<file path="src/rtl/clint_pkg.sv">
// clint_pkg: shared definitions for the core-local interruptor.
//   - Word offsets of the memory-mapped CLINT registers.
//   - Bus FSM state type.
//   - Byte-strobe merge helper used by every writable register.
// The optional mtime prescaler is selected with the CLINT_PRESCALER_EN macro
// (see clint_timer.sv); nothing in this package depends on it.
package clint_pkg;

    localparam logic [15:0] CLINT_MSIP_OFF        = 16'h0000;
    localparam logic [15:0] CLINT_MTIMECMP_LO_OFF = 16'h4000;
    localparam logic [15:0] CLINT_MTIMECMP_HI_OFF = 16'h4004;
    localparam logic [15:0] CLINT_MTIME_LO_OFF    = 16'hBFF8;
    localparam logic [15:0] CLINT_MTIME_HI_OFF    = 16'hBFFC;

    typedef enum logic {
        IDLE = 1'b0,
        RESP = 1'b1
    } clint_state_t;

    // Replace only the bytes whose strobe bit is set.
    function automatic logic [31:0] clint_merge(input logic [31:0] old_val,
                                                input logic [31:0] new_val,
                                                input logic [3:0]  strb);
        logic [31:0] res;
        for (int b = 0; b < 4; b++) begin
            res[b*8 +: 8] = strb[b] ? new_val[b*8 +: 8] : old_val[b*8 +: 8];
        end
        return res;
    endfunction

endpackage

</file>
<file path="src/rtl/clint_timer.sv">
// clint_timer: 64-bit mtime counter, 64-bit mtimecmp register and the
// registered timer-match level.
//
// Configuration macro: CLINT_PRESCALER_EN
//   defined   - mtime advances once every PRESCALE clocks
//   undefined - mtime advances every clock, no prescale counter
//
// Ports:
//   clk, rst_n            clock, asynchronous active-low reset
//   mtime_lo_we_i/hi      write strobe for mtime[31:0] / mtime[63:32]
//   mtimecmp_lo_we_i/hi   write strobe for mtimecmp[31:0] / mtimecmp[63:32]
//   wstrb_i, wdata_i      byte enables and data shared by all writes
//   mtime_o, mtimecmp_o   current register values for the read mux
//   match_o               registered (mtime >= mtimecmp), unsigned
module clint_timer
    import clint_pkg::*;
#(
    parameter logic [63:0] MTIMECMP_RST = 64'hFFFF_FFFF_FFFF_FFFF,
    parameter int unsigned PRESCALE     = 100
) (
    input  logic        clk,
    input  logic        rst_n,
    input  logic        mtime_lo_we_i,
    input  logic        mtime_hi_we_i,
    input  logic        mtimecmp_lo_we_i,
    input  logic        mtimecmp_hi_we_i,
    input  logic [3:0]  wstrb_i,
    input  logic [31:0] wdata_i,
    output logic [63:0] mtime_o,
    output logic [63:0] mtimecmp_o,
    output logic        match_o
);

    if (PRESCALE < 1) begin : g_prescale_chk
        $error("clint_timer: PRESCALE must be at least 1");
    end

    logic [63:0] mtime_q, mtime_d;
    logic [63:0] mtimecmp_q, mtimecmp_d;
    logic        match_q;
    logic        tick;

`ifdef CLINT_PRESCALER_EN
    localparam int unsigned PS_W = (PRESCALE > 1) ? $clog2(PRESCALE) : 1;

    logic [PS_W-1:0] ps_q, ps_d;

    // Free-running divider; bus writes to mtime do not disturb it.
    always_comb begin
        tick = (ps_q == PS_W'(PRESCALE - 1));
        ps_d = tick ? '0 : ps_q + PS_W'(1);
    end

    always_ff @(posedge clk or negedge rst_n) begin
        if (!rst_n) ps_q <= '0;
        else        ps_q <= ps_d;
    end
`else
    assign tick = 1'b1;
`endif

    // A bus write to either half wins over the tick: the other half holds and
    // no carry is applied, so a suppressed tick is simply lost.
    always_comb begin
        mtime_d = mtime_q;
        if (mtime_lo_we_i) begin
            mtime_d[31:0] = clint_merge(mtime_q[31:0], wdata_i, wstrb_i);
        end else if (mtime_hi_we_i) begin
            mtime_d[63:32] = clint_merge(mtime_q[63:32], wdata_i, wstrb_i);
        end else if (tick) begin
            mtime_d = mtime_q + 64'd1;
        end
    end

    always_comb begin
        mtimecmp_d = mtimecmp_q;
        if (mtimecmp_lo_we_i) begin
            mtimecmp_d[31:0] = clint_merge(mtimecmp_q[31:0], wdata_i, wstrb_i);
        end
        if (mtimecmp_hi_we_i) begin
            mtimecmp_d[63:32] = clint_merge(mtimecmp_q[63:32], wdata_i, wstrb_i);
        end
    end

    always_ff @(posedge clk or negedge rst_n) begin
        if (!rst_n) begin
            mtime_q    <= '0;
            mtimecmp_q <= MTIMECMP_RST;
            match_q    <= 1'b0;
        end else begin
            mtime_q    <= mtime_d;
            mtimecmp_q <= mtimecmp_d;
            // Compare uses the pre-edge values, so updates show one cycle late.
            match_q    <= (mtime_q >= mtimecmp_q);
        end
    end

    assign mtime_o    = mtime_q;
    assign mtimecmp_o = mtimecmp_q;
    assign match_o    = match_q;

endmodule

</file>
<file path="src/rtl/clint.sv">
// clint: core-local interruptor for a single hart.
//   Memory-mapped msip / mtimecmp / mtime behind a req/ack slave port, driving
//   the machine timer (xTIP) and software (xSIP) interrupt-pending levels.
//
// Configuration macro: CLINT_PRESCALER_EN (mtime prescaler, see clint_timer).
//
// Ports:
//   clk, rst_n   clock, asynchronous active-low reset
//   req, we      bus request (held until ack) and write/read select
//   addr         byte offset within the CLINT window
//   wdata, wstrb write data and byte enables
//   rdata        read data, valid while ack, held otherwise
//   ack          one-cycle response pulse, one cycle after req is taken
//   xTIP, xSIP   timer / software interrupt pending
module clint
    import clint_pkg::*;
#(
    parameter logic [63:0] MTIMECMP_RST = 64'hFFFF_FFFF_FFFF_FFFF,
    parameter int unsigned PRESCALE     = 100
) (
    input  logic        clk,
    input  logic        rst_n,
    input  logic        req,
    input  logic        we,
    input  logic [15:0] addr,
    input  logic [31:0] wdata,
    input  logic [3:0]  wstrb,
    output logic [31:0] rdata,
    output logic        ack,
    output logic        xTIP,
    output logic        xSIP
);

    clint_state_t state_q, state_d;
    logic [31:0]  rdata_q, rdata_d;
    logic         msip_q, msip_d;
    logic         xsip_q;

    logic         accept;
    logic         wr;
    logic [31:0]  rmux;
    logic [63:0]  mtime;
    logic [63:0]  mtimecmp;

    // The access is taken (write performed, read data captured) on the edge
    // that leaves IDLE; RESP only presents ack.
    assign accept = (state_q == IDLE) && req;
    assign wr     = accept && we;

    always_comb begin
        state_d = state_q;
        unique case (state_q)
            IDLE:    if (req) state_d = RESP;
            RESP:    state_d = IDLE;
            default: state_d = IDLE;
        endcase
    end

    always_comb begin
        unique case (addr)
            CLINT_MSIP_OFF:        rmux = {31'b0, msip_q};
            CLINT_MTIMECMP_LO_OFF: rmux = mtimecmp[31:0];
            CLINT_MTIMECMP_HI_OFF: rmux = mtimecmp[63:32];
            CLINT_MTIME_LO_OFF:    rmux = mtime[31:0];
            CLINT_MTIME_HI_OFF:    rmux = mtime[63:32];
            default:               rmux = 32'b0;
        endcase
    end

    always_comb begin
        rdata_d = rdata_q;
        msip_d  = msip_q;
        if (accept) rdata_d = rmux;
        if (wr && (addr == CLINT_MSIP_OFF) && wstrb[0]) msip_d = wdata[0];
    end

    always_ff @(posedge clk or negedge rst_n) begin
        if (!rst_n) begin
            state_q <= IDLE;
            rdata_q <= '0;
            msip_q  <= 1'b0;
            xsip_q  <= 1'b0;
        end else begin
            state_q <= state_d;
            rdata_q <= rdata_d;
            msip_q  <= msip_d;
            xsip_q  <= msip_q;
        end
    end

    clint_timer #(
        .MTIMECMP_RST (MTIMECMP_RST),
        .PRESCALE     (PRESCALE)
    ) u_timer (
        .clk              (clk),
        .rst_n            (rst_n),
        .mtime_lo_we_i    (wr && (addr == CLINT_MTIME_LO_OFF)),
        .mtime_hi_we_i    (wr && (addr == CLINT_MTIME_HI_OFF)),
        .mtimecmp_lo_we_i (wr && (addr == CLINT_MTIMECMP_LO_OFF)),
        .mtimecmp_hi_we_i (wr && (addr == CLINT_MTIMECMP_HI_OFF)),
        .wstrb_i          (wstrb),
        .wdata_i          (wdata),
        .mtime_o          (mtime),
        .mtimecmp_o       (mtimecmp),
        .match_o          (xTIP)
    );

    assign ack   = (state_q == RESP);
    assign rdata = rdata_q;
    assign xSIP  = xsip_q;

endmodule

</file>
<file path="config.mk">
export PLATFORM = sky130hd
export DESIGN_NAME = clint
export DESIGN_NICKNAME = d
export VERILOG_FILES = /design/src/rtl/clint_pkg.sv /design/src/rtl/clint_timer.sv /design/src/rtl/clint.sv
export SDC_FILE = /design/constraint.sdc
export NUM_CORES = 1
export LEC_CHECK = 0
export ABC_AREA = 1
export CAP_MARGIN = 20
export CORE_MARGIN = 2
export CORE_UTILIZATION = 60
export CTS_CLUSTER_DIAMETER = 150
export DETAILED_ROUTE_END_ITERATION = 16
export PLACE_DENSITY = 0.87
export REMOVE_ABC_BUFFERS = 1
export SLEW_MARGIN = 20
export SYNTH_ARGS = -nofsm -noshare
export SYNTH_HDL_FRONTEND = slang
export SYNTH_HIERARCHICAL = 1
export SYNTH_SLANG_ARGS = --single-unit
export TNS_END_PERCENT = 1
</file>
<file path="constraint.sdc">
create_clock -name clk -period 4.15 [get_ports clk]
set_input_delay 0.6225 -clock clk [delete_from_list [all_inputs] [get_ports clk]]
set_output_delay 0.6225 -clock clk [all_outputs]
set_load 0.03 [all_outputs]
</file>
==> results.toml <==
[timing]
grt_setup_unrepaired = "no"
fin_skew_ps = 18.3
timing.final.crit_share = 0.820
max_clock_freq_mhz = 294
final-max-slew-violation-count = 0
finalSetupViolations = 0
post-route-min-period_ps = 3400
max_slew_margin = 0.313
worst_slew_pin_slew_ps = 1020
number_of_endpoints_with_negative_hold_slack_in_the_final_report = 0
tns_ps = 0

[placement]
routabilityCongestion = 0.993
port-buffer-count = 90
dp_hpwl_um = 27400
dpl-instance-area_mm2 = 0.0128

[floorplanning]
number_of_top_level_design_ports = 91
design.die.area_mm2 = 0.0209
fp-row-count = 51
die-width_um = 144
coreArea_mm2 = 0.0194
initial_utilization = 0.610
die_h_um = 144

[logic_synthesis]
dominantRegCellSynth = "dfrtp_1"
synth_edf_count = 0
syn-instance-count = 1721
avgSynthCellArea_um2 = 6.87
synth_sequential_area_ratio = 0.354
mappedNetlistArea_mm2 = 0.0118
async_reset_ff_frac = 1.00
synth_seq_cells = 164
yosysWarningCount = 6
synth.distinct_cells = 42

[critical_path]
end_kind = "flop"
cpLargestDelayFamily = "simple AND/OR/NAND/NOR gates"
max_stage_delay_ps = 640
worstPathCellList = "clkdlybuf4s50_1, nand2_1, inv_1, nand2_1, nor3_1, nand3_1, nor2_4, nor2_2, clkinv_1, nand2_1, inv_1, a21oi_1, o21ai_1, o21ai_0"
worst-setup-path-type = "in2reg"
cp.required_ps = 4500
cp.depth = 14
r2r-end = "u_timer/mtime_o[30]"
cp_common_cell = "nand2_1"
master_of_the_slowest_instance_on_the_critical_path = "nor2_2"
crit-reg2reg-launch = "ack"
reg2reg_slack_ps = 1160
crit_path_start_kind = "input port"
worst-path-max-fanout = 12
ff2ff_path_depth = 10
critPathArrivalTime_ps = 3750
cp.buffers_inverters = 4

[power]
leakagePower_nw = 6.03
ir_worst_vdd_mv = 0.266
pwr_density_cell_mw_per_mm2 = 271

[clock_network]
cts_setup_buffers = 0
post_cts_repair_resize_count = 0
number_of_clock_sinks = 164
ctsHtreeMaxLevel = 4
clock_path_buffers = 2
cts_made_buffers = 17
clockRootBuffer = "clkbuf_16"
cts_tree = "built"
clk_latency_ps = 440
clkTransAtPathRegs_ps = 70
cts.hold.buffers_added = 0

[global_routing]
grt_max_degree = 78
gr-total-overflow = 0
grt_antenna_before_repair = 1
global_route.usage.total = 0.372
grt_pass1_wl_um = 59600
via_count_of_the_first_global_routing_pass = 11700

[routing]
post_drt_wl_per_cell_um = 18.3
drtIter0Drc = 1355
detail_route.first_pass.iterations = 6
route.vias.total = 12200
vias_per_cell = 5.91
wirelength_um = 37800
drcViolationCount = 0
detail-route-antenna-nets = 0

[finish]
final_area_mm2 = 0.0134
sequential_cell_area_mm2 = 0.00418
finish.utilization = 0.690
area_growth_pct = 13.2
layout.filler_cells = 1684
multi_input_area_mm2 = 0.00659
post_route_cells_drive_above_1_share = 0.0873
final_net_count = 1906

[flow_run]
maxCapViolCount = 0

[outcome]
outcome = "finished clean"

[worst_hold_path]
timing.hold.worst.class = "in2async"
[state kept, by name (all words and copies together) (netlist names)]
| name | cells |
|---|---|
| rdata | 32 |
| u_timer/mtimecmp_o | 64 |
| u_timer/mtime_o | 64 |
| msip_q | 1 |
| ack | 1 |
| u_timer/match_o | 1 |
| xSIP | 1 |
[routing by layer]
metal	track usage	vias up	share of wire
met2	0.607	705	0.46
met4	0.207	0	0.056
li1	-	5752	-
met3	0.0722	154	0.090
met5	0	-	0
met1	0.463	5588	0.39
[stage by stage]
stage / total power [mW] / hold WS, ps / cells / setup WS (ps)
after floorplan: 1.93 / 327 / 1664 / -218
after global placement: 2.11 / 393 / 2031 / 620
after detailed placement: 2.11 / 391 / 2031 / 441
after CTS: 3.63 / 170 / 2063 / 862
after global routing: 3.75 / 186 / 2063 / 487
final: 3.63 / 146 / 2064 / 748
[layout by cell type, fill, tap and decap left out, drive strengths merged, types with 2 or more instances in the layout]
cell type      synthesis  layout
nand2                534     534
nand3                194     194
inv                  188     189
nor2                 170     170
o21ai                137     137
dfrtp                100     100
a21oi                 96      96
clkdlybuf4s50          0      89
ha                    65      65
dfstp                 64      64
nand4                 52      52
clkbuf                19      25
xor2                  14      14
buf                   38      13
nand3b                11      11
nor3                   7       7
xnor2                  7       7
clkinv                 5       6
and2                   5       5
clkinvlp               0       4
o211ai                 3       3
or2                    2       2
o21a                   2       2
a31oi                  2       2
[cell usage after synthesis, types with 9 or more instances]
cell,n,area share
a21oi_1,96,0.041
buf_2,15,0.0063
buf_6,14,0.013
clkbuf_1,19,0.0060
dfrtp_1,100,0.21
dfstp_2,64,0.14
ha_1,65,0.069
inv_1,181,0.057
nand2_1,523,0.17
nand2_2,9,0.0048
nand3_1,191,0.081
nand3b_1,11,0.0070
nand4_1,51,0.027
nor2_1,145,0.046
nor2_2,11,0.0058
nor2_4,13,0.012
o21ai_0,112,0.047
o21ai_1,22,0.0093
xor2_1,14,0.010
[cells by family after synthesis]
group / after synthesis / synth area share
AOI/OAI and AO/OA: 245 / 0.107
xor gates and xnor gates: 21 / 0.0155
adders and majority gates: 65 / 0.0687
and+or+nand+nor: 976 / 0.364
DFF: 164 / 0.354
buffers and inverters: 250 / 0.0909
[report_power, final]
part / total (mW) / leakage (nW) / internal [mW] / switching [mW]
sequential: 1.70 / 1.82 / 1.63 / 0.0640
clock: 1.52 / 0.260 / 0.875 / 0.646
combinational: 0.411 / 3.94 / 0.150 / 0.260
[how the worst max path moves through the flow]
stage            start                  end  slack (ps)
6_report       addr[6]  u_timer/mtime_o[30]         750
5_1_grt        addr[5]  u_timer/mtime_o[39]         490
4_1_cts        addr[6]  u_timer/mtime_o[27]         860
3_5_place_dp   addr[6]  u_timer/mtime_o[30]         440
3_3_place_gp   addr[6]  u_timer/mtime_o[39]         620
2_1_floorplan      req  u_timer/mtime_o[39]        -220
[area by class of cell]
class / count / share of cell area
Antenna cell: 1 / 0.000187
Sequential cell: 164 / 0.312
Inverter: 193 / 0.0542
Tap cell: 265 / 0.0248
Timing Repair Buffer: 102 / 0.0750
Multi-Input combinational cell: 1307 / 0.492
Clock inverter: 7 / 0.00551
Clock buffer: 25 / 0.0362
[worst reg2reg max path, cell delays in order, from the launching register on]
cell and delay (ps):
dfrtp_1 400, nor2_4 80, nand2_1 210, nor2_2 100, nor2_2 620, clkinv_1 580, nand2_1 380, inv_1 200
a21oi_1 150, o21ai_1 80, o21ai_0 100
Note: power is estimated with default switching activity, not from simulation.
